<file path="config.mk">
export PLATFORM = sky130hd
export DESIGN_NAME = square_motion_controller
export DESIGN_NICKNAME = d
export VERILOG_FILES = /design/src/rtl/square_motion_controller.sv
export SDC_FILE = /design/constraint.sdc
export NUM_CORES = 1
export LEC_CHECK = 0
export BUFFER_PORTS_ARGS = -buffer_cell sky130_fd_sc_hd__buf_2
export CORE_ASPECT_RATIO = 0.7
export CORE_MARGIN = 4
export CORE_UTILIZATION = 30
export CTS_CLUSTER_DIAMETER = 50
export DETAILED_ROUTE_END_ITERATION = 12
export MAX_ROUTING_LAYER = met4
export PLACE_DENSITY = 0.5
export SLEW_MARGIN = 10
export SYNTH_ARGS = -nofsm -noshare
export SYNTH_HDL_FRONTEND = slang
export SYNTH_SLANG_ARGS = --single-unit
export TNS_END_PERCENT = 10
</file>
<file path="constraint.sdc">
create_clock -name i_clk -period 3.8 [get_ports i_clk]
set_clock_uncertainty 0.1 [all_clocks]
set_input_delay 0.19 -clock i_clk [delete_from_list [all_inputs] [get_ports i_clk]]
set_output_delay 0.19 -clock i_clk [all_outputs]
set_load 0.02 [all_outputs]
</file>
<file path="src/rtl/square_motion_controller.sv">
// ============================================================================
// square_motion_controller
// Frame-synchronous square position/colour-scheme controller with a command slot.
// Rev 1.0
// ============================================================================
`default_nettype none

module square_motion_controller #(
  parameter int COORD_BITS  = 10,
  parameter int COLOUR_BITS = 8,
  parameter int H_RES       = 640,
  parameter int V_RES       = 480,
  parameter int SQ_SIZE     = 200,
  parameter int STEP        = 2
) (
  input  logic                   i_clk,
  input  logic                   i_rst,
  input  logic                   i_frame_start,
  input  logic                   i_cmd_valid,
  input  logic [1:0]             i_cmd,
  output logic                   o_cmd_ready,
  output logic [COORD_BITS-1:0]  o_sq_x0,
  output logic [COORD_BITS-1:0]  o_sq_x1,
  output logic [COORD_BITS-1:0]  o_sq_y0,
  output logic [COORD_BITS-1:0]  o_sq_y1,
  output logic [COLOUR_BITS-1:0] o_fg_r,
  output logic [COLOUR_BITS-1:0] o_fg_g,
  output logic [COLOUR_BITS-1:0] o_fg_b,
  output logic [COLOUR_BITS-1:0] o_bg_r,
  output logic [COLOUR_BITS-1:0] o_bg_g,
  output logic [COLOUR_BITS-1:0] o_bg_b,
  output logic                   o_running
);

  localparam logic [COORD_BITS-1:0] C_XC   = COORD_BITS'((H_RES - SQ_SIZE) / 2);
  localparam logic [COORD_BITS-1:0] C_YC   = COORD_BITS'((V_RES - SQ_SIZE) / 2);
  localparam logic [COORD_BITS-1:0] C_XMAX = COORD_BITS'(H_RES - SQ_SIZE);
  localparam logic [COORD_BITS-1:0] C_YMAX = COORD_BITS'(V_RES - SQ_SIZE);
  localparam logic [COORD_BITS-1:0] C_STEP = COORD_BITS'(STEP);
  localparam logic [COORD_BITS-1:0] C_SQM1 = COORD_BITS'(SQ_SIZE - 1);

  localparam logic [1:0] CMD_NOP      = 2'b00;
  localparam logic [1:0] CMD_PAUSE    = 2'b01;
  localparam logic [1:0] CMD_NEXT     = 2'b10;
  localparam logic [1:0] CMD_RECENTRE = 2'b11;

  localparam logic [COLOUR_BITS-1:0] C_FULL = '1;
  localparam logic [COLOUR_BITS-1:0] C_ZERO = '0;
  localparam logic [COLOUR_BITS-1:0] C_DB   = COLOUR_BITS'(8'h8B);
  localparam logic [COLOUR_BITS-1:0] C_DG   = COLOUR_BITS'(8'h64);

  localparam int CW = 3 * COLOUR_BITS;

  // Returns {dir, pos}; dir=1 means moving towards larger coordinates.
  function automatic logic [COORD_BITS:0] step_axis(
    input logic [COORD_BITS-1:0] pos,
    input logic                  dir_pos,
    input logic [COORD_BITS-1:0] lim
  );
    logic [COORD_BITS:0] ext;
    ext = {1'b0, pos} + {1'b0, C_STEP};
    if (dir_pos) begin
      if (ext >= {1'b0, lim}) return {1'b0, lim};
      else                    return {1'b1, ext[COORD_BITS-1:0]};
    end else begin
      if (pos <= C_STEP) return {1'b1, {COORD_BITS{1'b0}}};
      else               return {1'b0, pos - C_STEP};
    end
  endfunction

  function automatic logic [2*CW-1:0] scheme_colours(input logic [1:0] s);
    case (s)
      2'd0:    return {C_FULL, C_FULL, C_FULL, C_ZERO, C_ZERO, C_DB};
      2'd1:    return {C_ZERO, C_ZERO, C_ZERO, C_FULL, C_FULL, C_FULL};
      2'd2:    return {C_FULL, C_ZERO, C_ZERO, C_ZERO, C_ZERO, C_ZERO};
      default: return {C_FULL, C_FULL, C_ZERO, C_ZERO, C_DG, C_ZERO};
    endcase
  endfunction

  logic [COORD_BITS-1:0] x_q, x_d, y_q, y_d;
  logic                  dx_q, dx_d, dy_q, dy_d;
  logic [1:0]            scheme_q, scheme_d;
  logic                  running_q, running_d;
  logic                  pend_valid_q, pend_valid_d;
  logic [1:0]            pend_cmd_q, pend_cmd_d;
  logic                  recentre_w;
  logic                  accept_w;

  logic [COORD_BITS-1:0] x0_q, x1_q, y0_q, y1_q;
  logic [CW-1:0]         fg_q, bg_q;

  assign accept_w = i_cmd_valid && !pend_valid_q;

  always_comb begin
    x_d          = x_q;
    y_d          = y_q;
    dx_d         = dx_q;
    dy_d         = dy_q;
    scheme_d     = scheme_q;
    running_d    = running_q;
    pend_valid_d = pend_valid_q;
    pend_cmd_d   = pend_cmd_q;
    recentre_w   = 1'b0;

    if (i_frame_start) begin
      pend_valid_d = 1'b0;
      if (pend_valid_q) begin
        case (pend_cmd_q)
          CMD_PAUSE: running_d = !running_q;
          CMD_NEXT:  scheme_d  = scheme_q + 2'd1;
          CMD_RECENTRE: begin
            x_d        = C_XC;
            y_d        = C_YC;
            dx_d       = 1'b1;
            dy_d       = 1'b1;
            recentre_w = 1'b1;
          end
          default: ;
        endcase
      end
      // Stepping honours a pause toggle applied on this same frame.
      if (running_d && !recentre_w) begin
        {dx_d, x_d} = step_axis(x_q, dx_q, C_XMAX);
        {dy_d, y_d} = step_axis(y_q, dy_q, C_YMAX);
      end
    end

    // A command landing with frame_start fills the just-emptied slot for next frame.
    if (accept_w) begin
      pend_valid_d = 1'b1;
      pend_cmd_d   = i_cmd;
    end
  end

  always_ff @(posedge i_clk) begin
    if (i_rst) begin
      x_q          <= C_XC;
      y_q          <= C_YC;
      dx_q         <= 1'b1;
      dy_q         <= 1'b1;
      scheme_q     <= 2'd0;
      running_q    <= 1'b1;
      pend_valid_q <= 1'b0;
      pend_cmd_q   <= CMD_NOP;
      x0_q         <= C_XC;
      x1_q         <= C_XC + C_SQM1;
      y0_q         <= C_YC;
      y1_q         <= C_YC + C_SQM1;
      {fg_q, bg_q} <= scheme_colours(2'd0);
    end else begin
      x_q          <= x_d;
      y_q          <= y_d;
      dx_q         <= dx_d;
      dy_q         <= dy_d;
      scheme_q     <= scheme_d;
      running_q    <= running_d;
      pend_valid_q <= pend_valid_d;
      pend_cmd_q   <= pend_cmd_d;
      x0_q         <= x_d;
      x1_q         <= x_d + C_SQM1;
      y0_q         <= y_d;
      y1_q         <= y_d + C_SQM1;
      {fg_q, bg_q} <= scheme_colours(scheme_d);
    end
  end

  assign o_cmd_ready = !pend_valid_q;
  assign o_running   = running_q;
  assign o_sq_x0     = x0_q;
  assign o_sq_x1     = x1_q;
  assign o_sq_y0     = y0_q;
  assign o_sq_y1     = y1_q;
  assign {o_fg_r, o_fg_g, o_fg_b} = fg_q;
  assign {o_bg_r, o_bg_g, o_bg_b} = bg_q;

endmodule

`default_nettype wire

</file>
# Word level (Yosys, flattened, before mapping)
# Cells that the tools add are included.
classes:
  n_addsub: 7
  magnitude_cmp: 4
  n_eq_ne: 5
  muxes: 30
  n_reduce_logical: 10
ops:
  columns: ["cell", "n"]
  rows:
  - ["case mux 48 bit (3 select lines)", 1]
  - ["two-way mux 10 bit", 8]
  - ["two-way mux 11 bit", 6]
  - ["adder 10 x 2 -> 11 bit, second input constant", 2]
  - [">= comparator 11 x 9 -> 1 bit, second input constant", 2]
  - ["adder 10 x 8 -> 10 bit, second input constant", 2]
  - ["less-or-equal comparator 10 x 2 -> 1 bit, second input constant", 2]
  - ["subtractor 10 x 2 -> 10 bit, second input constant", 2]
  - ["two-way mux 1 bit", 12]
  - ["== test 2 bit, second input constant", 3]
  - ["two-way mux 2 bit", 3]
  - ["nonzero test 2 bit", 3]
  - ["== test 2 x 1 -> 1 bit, second input constant", 2]
  - ["logical NOT 1 bit", 3]
  - ["AND reduction 3 bit", 1]
  - ["adder 2 x 1 -> 2 bit, second input constant", 1]
  - ["logical AND 1 bit", 2]
  - ["logical NOT 2 bit", 1]
word_totals:
  reg_bits: 96
  inputBits: 6
  out_inout_bits: 90

# Logic depth before layout (Yosys ltp)
# Gate-level depths: netlist of run 1.
logic_depth:
  word_depth: 9
  depth_mapped: 14

# Worst setup path after synthesis of run 1
# No wires, ideal clock.
synth_timing:
  path_type: "register to register"
  start: "reg o_sq_y0[2] (netlist name)"
  end: "reg y1_q[9], in the netlist o_sq_y1[9]"
  t_arrival_ns: 2.796
  required_time_ns: 3.577
  setup_slack_ns: 0.781
  path_stages_with_launch: 12
  synth_period_minus_slack_ns: 3.019
  path_cell_list: "dfxtp_1 buf_2 inv_1 ha_1 nor2b_1 o211a_1 nor2_1 o221ai_1 a22o_1 a211o_1 a21oi_2 mux2_1"
synth_lines:
  columns: ["item", "line_no", "source"]
  rows:
  - ["to (signal assigned)", "148", "y1_q <= C_YC + C_SQM1;"]
  - ["to (signal assigned)", "162", "y1_q <= y_d + C_SQM1;"]
  - ["to (decl)", "89", "logic [COORD_BITS-1:0] x0_q, x1_q, y0_q, y1_q;"]

==> reports/results.ini, run 1 <==
[floorplan]
design.core.area_um2=12400
pin_count=96
initial_core_util=0.308
die-area_um2=14600
rows=34
fp.dieW_um=143
die_h_um=102

[logic_synthesis]
yosys.area_share.simple=0.249
synth_warnings=0
syn_area_per_cell_um2=7.88
netlist_instances=485
synthMuxAreaShare=0.0164
synth_edf_count=0
syn_area_um2=3820
synth-xor-area-share=0.0413
synth-adder-area-share=0.0393
synth_flop_cell=dfxtp_1
ys_seq_area_frac=0.283
postSynth.asyncResetShare=0
synth_cell_types=69
synth_nets=503
ys_ff_latch=54
synth_top_family_by_area=simple AND/OR/NAND/NOR gates
synth_compound_area_frac=0.233

[clock_network]
ctsResizeCount=0
clockRootBuffer=clkbuf_16
clock_sinks=54
cts_setup_buffers=0
clk_pin_slew_ns=0.07
clock_latency_ns=0.30
cts_buffers=5
ctsLongestPathBuffers=2
holdBufCountCts=0
cts_max_level=2
cts_tree=done

[run]
drv_cap=0

[worst_hold_path]
hold_class=in -> reg
hold_start=i_cmd[1]
worstHoldEndpoint=pend_cmd_q[1]$_SDFFE_PP0P_
min_path_cells=3

[worst_setup_path]
required_ns=3.88
worst_r2r_endpoint=o_sq_y1[9]$_SDFF_PP0_
rr_worst_depth=8
startpoint_type=register
cp.arrival_ns=3.53
cp_slowest_cell=o41ai_4
cpPeakStageDelay_ns=0.66
worstReg2RegStart=o_sq_y0[1]$_SDFF_PP0_
crit_path_end_kind=register
crit_fanout=9
critPathKind=reg -> reg
crit_path_cell_trace=ha_1 > nand3_1 > o41ai_4 > nand2_1 > o311ai_1 > nor2_1 > a21oi_2 > mux2_1
r2r_slack_ns=0.35

[sta]
period_needed_ns=3.45
finalWorstSetupSlack_ns=0.353
rsz0062_at_grt=no
fin_crit_sh=0.907
hold_viol_final=0
setup_viol=0
fmax_mhz=290
timing.hold.ws_ns=0.0355
setup-tns-final_ns=0
final_max_slew_viol_count=0
tightest_slew_ns=0.798
slew-limit-headroom=0.467

[grt]
grt_use_total=0.164
grt_antenna_before_repair=0
grt_pass1_wl_um=18300
overflow=0
grt_pass1_vias=3286
grt_max_degree=33

[detailed_routing]
vias=3726
wl_per_cell_um=16.9
wirelength_um=11800
vias_per_cell=5.36
ant_nets=0
drt-initial-drc-count=334
drc_errors=0
drt-pass1-iter-count=5

[power]
power.total_mw=1.46
leakage_nw=1.82
powerDensity_nw_per_um2=337
vdd_drop_max_v=0.000184

[outcome]
outcome=finished clean

[place]
gp_congestion=0.949
dp_hpwl_um=9060
place_area_um2=4170
placement.io_buffers=95
place_worst_setup_slack_ns=0.476

[cells_and_area]
multi_input_area_um2=2210
layout_common_cells=buf_2 (95), dfxtp_1 (54), nor2_1 (48)
final_common_cell=buf_2
syn_to_final_growth_pct=13.1
fill_cells=1317
diodes=0
drive_above_1_share=0.261
postLayoutCellArea_um2=4320
seqCellArea_um2=1080
nNetsFinal=550

-- final cells by class --
cell class	instances	area share
clock buffers	5	0.0289
clock inverters	3	0.00550
inverters	20	0.0174
multi-input cells	339	0.512
flip-flops and latches	54	0.250
well taps	162	0.0469
repair buffers	112	0.140
-- flip-flops by register name, indices dropped and copies added, names as in the netlist --
signal / flops
o_sq_x0: 10
o_sq_x1: 10
o_sq_y0: 10
o_sq_y1: 10
bg_q: 3
fg_q: 3
pend_cmd_q: 2
scheme_q: 2
dx_q: 1
dy_q: 1
o_running: 1
pend_valid_q: 1
-- layer usage --
metal  vias to the layer above  global-route usage  share of wire
met2                       181               0.213           0.39
li1                       1800                   -              -
met1                      1739               0.254           0.51
met4                         0              0.0424         0.0076
met3                         6              0.0271          0.097
met5                         -                   -              0
-- Yosys cell counts (all sizes together), types with 7 or more instances --
master,number,share of area
buf,56,0.10
dfxtp,54,0.28
nor2,48,0.047
nand2,34,0.033
a21oi,25,0.034
o21ai,21,0.028
inv,20,0.020
clkbuf,16,0.016
nor3,16,0.021
xnor2,13,0.030
ha,12,0.039
nand3,11,0.014
or3,10,0.018
nand4,9,0.015
a211oi,8,0.016
a31oi,8,0.013
and3,8,0.013
nand2b,7,0.011
nor2b,7,0.011
-- through the flow --
| step | util | std cells |
|---|---|---|
| after floorplan | - | 485 |
| after CTS | 0.348 | 695 |
| after global routing | 0.348 | 695 |
| after detailed placement | 0.336 | 687 |
| after global placement | 0.336 | 687 |
| final | 0.348 | 695 |
-- critical path, delay by kind of cell, from the launching register on --
family / cells / cell delay (ns)
flip-flops: 1 / 0.51
AND/OR/NAND/NOR: 3 / 0.61
adder cells (fa/ha/maj): 1 / 0.31
AO/OA/AOI/OAI: 3 / 1.48
multiplexers: 1 / 0.33
-- how the worst max path moves through the flow --
stage                     startpoint                    end  slack [ns]  cells after the start
6_report       o_sq_y0[1]$_SDFF_PP0_  o_sq_y1[9]$_SDFF_PP0_        0.35                      8
5_1_grt        o_sq_y0[1]$_SDFF_PP0_  o_sq_y1[9]$_SDFF_PP0_         0.1                      8
4_1_cts        o_sq_y0[1]$_SDFF_PP0_  o_sq_y1[9]$_SDFF_PP0_        0.43                      8
3_5_place_dp   o_sq_y0[1]$_SDFF_PP0_  o_sq_y1[9]$_SDFF_PP0_        0.48                      8
3_3_place_gp   o_sq_y0[1]$_SDFF_PP0_  o_sq_y1[9]$_SDFF_PP0_        0.57                      8
2_1_floorplan  o_sq_y0[2]$_SDFF_PP1_  o_sq_y1[9]$_SDFF_PP0_        0.78                     11
-- where the power goes --
group | internal [mW] | switching (mW) | total [mW]
combinational | 0.123 | 0.225 | 0.347
sequential | 0.597 | 0.0340 | 0.631
clock | 0.247 | 0.229 | 0.477
-- cell families after synthesis --
family	Yosys count
AND/OR/NAND/NOR	181
multiplexers	6
flip-flops	54
AO/OA/AOI/OAI	122
adder cells (fa/ha/maj)	12
XOR/XNOR	18
buffers and inverters	92
Note: power is estimated with default switching activity, not from simulation.
==> run 2: changes to the inputs <==
==> constraint.sdc (replaced) <==
create_clock -name i_clk -period 3.8 [get_ports i_clk]
set_clock_uncertainty 0.1 [all_clocks]
set_input_delay 0.76 -clock i_clk [delete_from_list [all_inputs] [get_ports i_clk]]
set_output_delay 0.76 -clock i_clk [all_outputs]
set_load 0.02 [all_outputs]
==> reports/results.ini, run 2 (synthesis results as in run 1) <==
[outcome]
outcome=finished clean

[sta]
period_needed_ns=3.53  ; +0.0803 ns
setup_viol=0  ; unchanged
hold_viol_final=0  ; unchanged
fin_crit_sh=0.928  ; +0.0211
fmax_mhz=284  ; -2.3%
final_max_slew_viol_count=0  ; unchanged
timing.hold.ws_ns=0.507  ; +0.472 ns
rsz0062_at_grt=no
setup-tns-final_ns=0  ; unchanged
slew-limit-headroom=0.532  ; +0.0644
tightest_slew_ns=0.692  ; -0.107 ns

[cells_and_area]
diodes=0  ; unchanged
final_common_cell=buf_2
drive_above_1_share=0.265  ; +0.00414
syn_to_final_growth_pct=14.3
utilization=0.352  ; +0.00373
layoutNonFillerInstCount=698  ; +0.43%
fill_cells=1327  ; +0.76%
nNetsFinal=553  ; +0.55%
postLayoutCellArea_um2=4370  ; +1.1%
layout_common_cells=buf_2 (95), dfxtp_1 (54), nor2_1 (48)

[worst_setup_path]
required_ns=3.88  ; about the same
crit_path_end_kind=register
crit_fanout=9  ; unchanged
cpPeakStageDelay_ns=0.68  ; +0.02 ns
critPathKind=reg -> reg
cp.arrival_ns=3.61  ; +0.08 ns
cp_slowest_cell=o41ai_4
startpoint_type=register
crit_path_cell_trace=ha_1 > nand3_1 > o41ai_4 > nand2_1 > o311ai_1 > nor2_1 > a21oi_2 > mux2_1

[clock_network]
cts_max_level=2  ; unchanged
cts_buffers=5  ; unchanged
ctsLongestPathBuffers=2  ; unchanged
cts_tree=done
ctsResizeCount=0  ; unchanged
clk_pin_slew_ns=0.08  ; about the same
clockRootBuffer=clkbuf_16
cts_setup_buffers=0  ; unchanged
clock_sinks=54  ; unchanged
clock_latency_ns=0.30  ; about the same
holdBufCountCts=0  ; unchanged

[detailed_routing]
wirelength_um=12200  ; +3.6%
wl_per_cell_um=17.5  ; +3.1%
drc_errors=0  ; unchanged
ant_nets=0  ; unchanged
drt-initial-drc-count=331  ; -0.90%
vias=3781  ; +1.5%
drt-pass1-iter-count=5  ; unchanged
vias_per_cell=5.42  ; +1.0%

[grt]
overflow=0  ; unchanged
grt_max_degree=32  ; -3.0%
grt_antenna_before_repair=0  ; unchanged
grt_use_total=0.170  ; +0.00660
grt_pass1_wl_um=19100  ; +4.2%
grt_pass1_vias=3392  ; +3.2%

[power]
powerDensity_nw_per_um2=351  ; +4.4%
vdd_drop_max_v=0.000265  ; +44%
leakage_nw=1.86  ; +1.8%

[floorplan]
die_h_um=102  ; unchanged
fp.dieW_um=143  ; unchanged
die-area_um2=14600  ; unchanged
initial_core_util=0.308  ; unchanged
rows=34  ; unchanged
design.core.area_um2=12400  ; unchanged
pin_count=96  ; unchanged

[place]
place_inst=690  ; +0.44%
dp_hpwl_um=9500  ; +4.8%
placement.io_buffers=95  ; unchanged
place_area_um2=4200  ; +0.54%
gp_congestion=1.02  ; +7.8%

[worst_hold_path]
hold_class=reg -> reg

[run]
drv_cap=0  ; unchanged

==> run 2: cell count changes in the layout (fill, tap and decap cells not counted) <==
cell,before,now
clkinv_4,0,1
buf_4,17,20
bufinv_16,0,1
clkinvlp_4,2,0
==> run 2: worst paths after layout <==
path         slack [ns]               endpoint  depth (start not counted)             startpoint
min                0.51  o_sq_y1[0]$_SDFF_PP1_                          1  o_sq_y0[0]$_SDFF_PP0_
max reg2reg        0.27  o_sq_y1[9]$_SDFF_PP0_                          8  o_sq_y0[1]$_SDFF_PP0_
max                0.27  o_sq_y1[9]$_SDFF_PP0_                          8  o_sq_y0[1]$_SDFF_PP0_
min reg2reg        0.51  o_sq_y1[0]$_SDFF_PP1_                          1  o_sq_y0[0]$_SDFF_PP0_
==> run 2: cell type report <==
cell class	count	area, µm²	area share
clock inverter	3	47.5	0.0109
timing repair buffer	115	626	0.143
tap	162	203	0.0464
clock buffer	5	125	0.0286
sequential	54	1080	0.247
multi-input combinational	339	2210	0.506
inverter	20	75.1	0.0172
==> run 2: through the flow <==
stage,setup slack (ns),power [mW]
floorplan,0.781,0.886
global placement,0.533,0.998
detailed placement,0.338,0.994
CTS,0.324,1.54
global route,0.0446,1.60
finish,0.273,1.54
==> run 2: layer usage <==
layer,vias to the layer above,global-route usage,part of all wire
met1,1767,0.262,0.51
li1,1803,-,-
met3,13,0.0510,0.12
met5,-,-,0
met4,0,0.0336,0.0092
met2,198,0.212,0.37
==> run 2: report_power, final <==
part,switching (mW),internal (mW)
Sequential,0.0353,0.597
Clock,0.233,0.315
Combinational,0.229,0.125
==> run 2: worst max-delay path: cells and delay by family, from the launching register on <==
kind            cells  cell delay (ns)
compound gates      3             1.51
fa+ha+maj           1             0.32
flops               1             0.53
mux                 1             0.33
simple gates        3             0.61
==> run 3: changes to the inputs <==
- clock period: 3.8 -> 4.1 ns (I/O delays scaled with it)
==> reports/results.ini, run 3 (synthesis results as in run 1) <==
[floorplan]
pin_count=96  ; unchanged
design.core.area_um2=12400  ; unchanged
die-area_um2=14600  ; unchanged
die_h_um=102  ; unchanged
rows=34  ; unchanged
initial_core_util=0.308  ; unchanged
fp.dieW_um=143  ; unchanged

[clock_network]
ctsLongestPathBuffers=2  ; unchanged
clk_pin_slew_ns=0.08  ; about the same
clock_sinks=54  ; unchanged
clockRootBuffer=clkbuf_16
holdBufCountCts=0  ; unchanged
cts_setup_buffers=0  ; unchanged
clock_latency_ns=0.30  ; about the same
cts_max_level=2  ; unchanged
cts_tree=done
ctsResizeCount=0  ; unchanged
cts_buffers=5  ; unchanged

[sta]
period_needed_ns=3.55  ; +0.0242 ns
fmax_mhz=282  ; -0.68%
setup-tns-final_ns=0  ; unchanged
finalWorstSetupSlack_ns=0.549  ; +0.276 ns
final_max_slew_viol_count=0  ; unchanged
hold_viol_final=0  ; unchanged
setup_viol=0  ; unchanged
fin_crit_sh=0.866  ; -0.0620
tightest_slew_ns=0.907  ; +0.216 ns
rsz0062_at_grt=no
slew-limit-headroom=0.395  ; -0.137

[power]
leakage_nw=1.82  ; -2.2%
vdd_drop_max_v=0.000271  ; +2.2%
powerDensity_nw_per_um2=325  ; -7.5%

[worst_hold_path]
hold_class=reg -> reg
worstHoldEndpoint=o_sq_y1[0]$_SDFF_PP1_
min_path_cells=1  ; unchanged
hold_start=o_sq_y0[0]$_SDFF_PP0_

[worst_setup_path]
r2r_slack_ns=0.55  ; +0.28 ns
crit_path_end_kind=register
worst_r2r_endpoint=o_sq_y1[9]$_SDFF_PP0_
startpoint_type=register
critPathKind=reg -> reg
crit_fanout=15  ; +6
worstReg2RegStart=o_sq_y0[1]$_SDFF_PP0_
cp.arrival_ns=3.63  ; +0.02 ns
rr_worst_depth=8  ; unchanged
required_ns=4.18  ; +0.30 ns

[detailed_routing]
ant_nets=0  ; unchanged
wirelength_um=11700  ; -4.2%
vias=3626  ; -4.1%
wl_per_cell_um=16.9  ; -3.1%
vias_per_cell=5.26  ; -3.0%
drc_errors=0  ; unchanged
drt-initial-drc-count=391  ; +18%
drt-pass1-iter-count=6  ; +1

[grt]
grt_pass1_wl_um=18100  ; -4.9%
overflow=0  ; unchanged
grt_use_total=0.161  ; -0.00924
grt_max_degree=33  ; +3.1%
grt_antenna_before_repair=0  ; unchanged
grt_pass1_vias=3246  ; -4.3%

[place]
placement.io_buffers=95  ; unchanged
dp_hpwl_um=9060  ; -4.6%
place_worst_setup_slack_ns=0.604  ; +0.266 ns
place_inst=682  ; -1.2%
gp_congestion=0.968  ; -5.4%

[run]
drv_cap=0  ; unchanged

[outcome]
outcome=finished clean

[cells_and_area]
diodes=0  ; unchanged
final_common_cell=buf_2
syn_to_final_growth_pct=12.9
drive_above_1_share=0.256  ; -0.00924
layoutNonFillerInstCount=690  ; -1.1%
layout_common_cells=buf_2 (95), dfxtp_1 (54), nor2_1 (48)
nNetsFinal=545  ; -1.4%

==> run 3: cell count changes in the layout (fill, tap and decap cells not counted), sizes merged <==
cell	delta
buf	-8
==> run 3: final cells by class <==
type / instances / area [µm²]
Clock buffer: 5 / 125
Clock inverter: 3 / 47.5
Fill cell: 1327 / 8110
Inverter: 20 / 75.1
Multi-Input combinational cell: 339 / 2220
Sequential cell: 54 / 1080
Tap cell: 162 / 203
Timing Repair Buffer: 107 / 566
==> run 3: worst max-delay path, cell delays in order (launching register included) <==
cell,delay [ns]
dfxtp_1,0.62
ha_1,0.32
nand3_1,0.21
o41ai_4,0.66
nand2_1,0.15
o311ai_1,0.68
nor2_1,0.21
a21oi_2,0.17
mux2_1,0.32
==> run 3: per-stage QoR <==
step | util | hold WS (ns) | area, µm² | power, mW
after CTS | 0.347 | 0.484 | 4310 | 1.42
after global placement | 0.333 | 0.426 | 4140 | 0.919
after detailed placement | 0.333 | 0.464 | 4140 | 0.915
after global routing | 0.347 | 0.519 | 4310 | 1.47
final | 0.347 | 0.492 | 4310 | 1.40
after floorplan | - | 0.423 | 3820 | 0.821
==> run 3: how the worst max path moves through the flow <==
stage                          start               endpoint  slack (ns)  depth (start not counted)
2_1_floorplan  o_sq_y0[2]$_SDFF_PP1_  o_sq_y1[9]$_SDFF_PP0_        1.08                         11
3_3_place_gp   o_sq_y0[1]$_SDFF_PP0_  o_sq_y1[9]$_SDFF_PP0_        0.67                          8
3_5_place_dp   o_sq_y0[1]$_SDFF_PP0_  o_sq_y1[9]$_SDFF_PP0_        0.60                          8
4_1_cts        o_sq_y0[1]$_SDFF_PP0_  o_sq_y1[9]$_SDFF_PP0_        0.59                          8
5_1_grt        o_sq_y0[1]$_SDFF_PP0_  o_sq_y1[9]$_SDFF_PP0_        0.23                          8
6_report       o_sq_y0[1]$_SDFF_PP0_  o_sq_y1[9]$_SDFF_PP0_        0.55                          8
==> run 3: power breakdown <==
part	switching [mW]	internal, mW
clock network	0.205	0.292
logic	0.206	0.112
registers	0.0330	0.554
total	0.444	0.958
==> run 3: layer usage <==
metal  part of all wire  wire [µm]  track usage  vias to the layer above
li1                   -          -            -                     1788
met1               0.51       5990        0.246                     1666
met2               0.38       4490        0.205                      160
met3              0.095       1110       0.0482                       12
met4             0.0074         86       0.0278                        0
met5                  0          0            -                        -
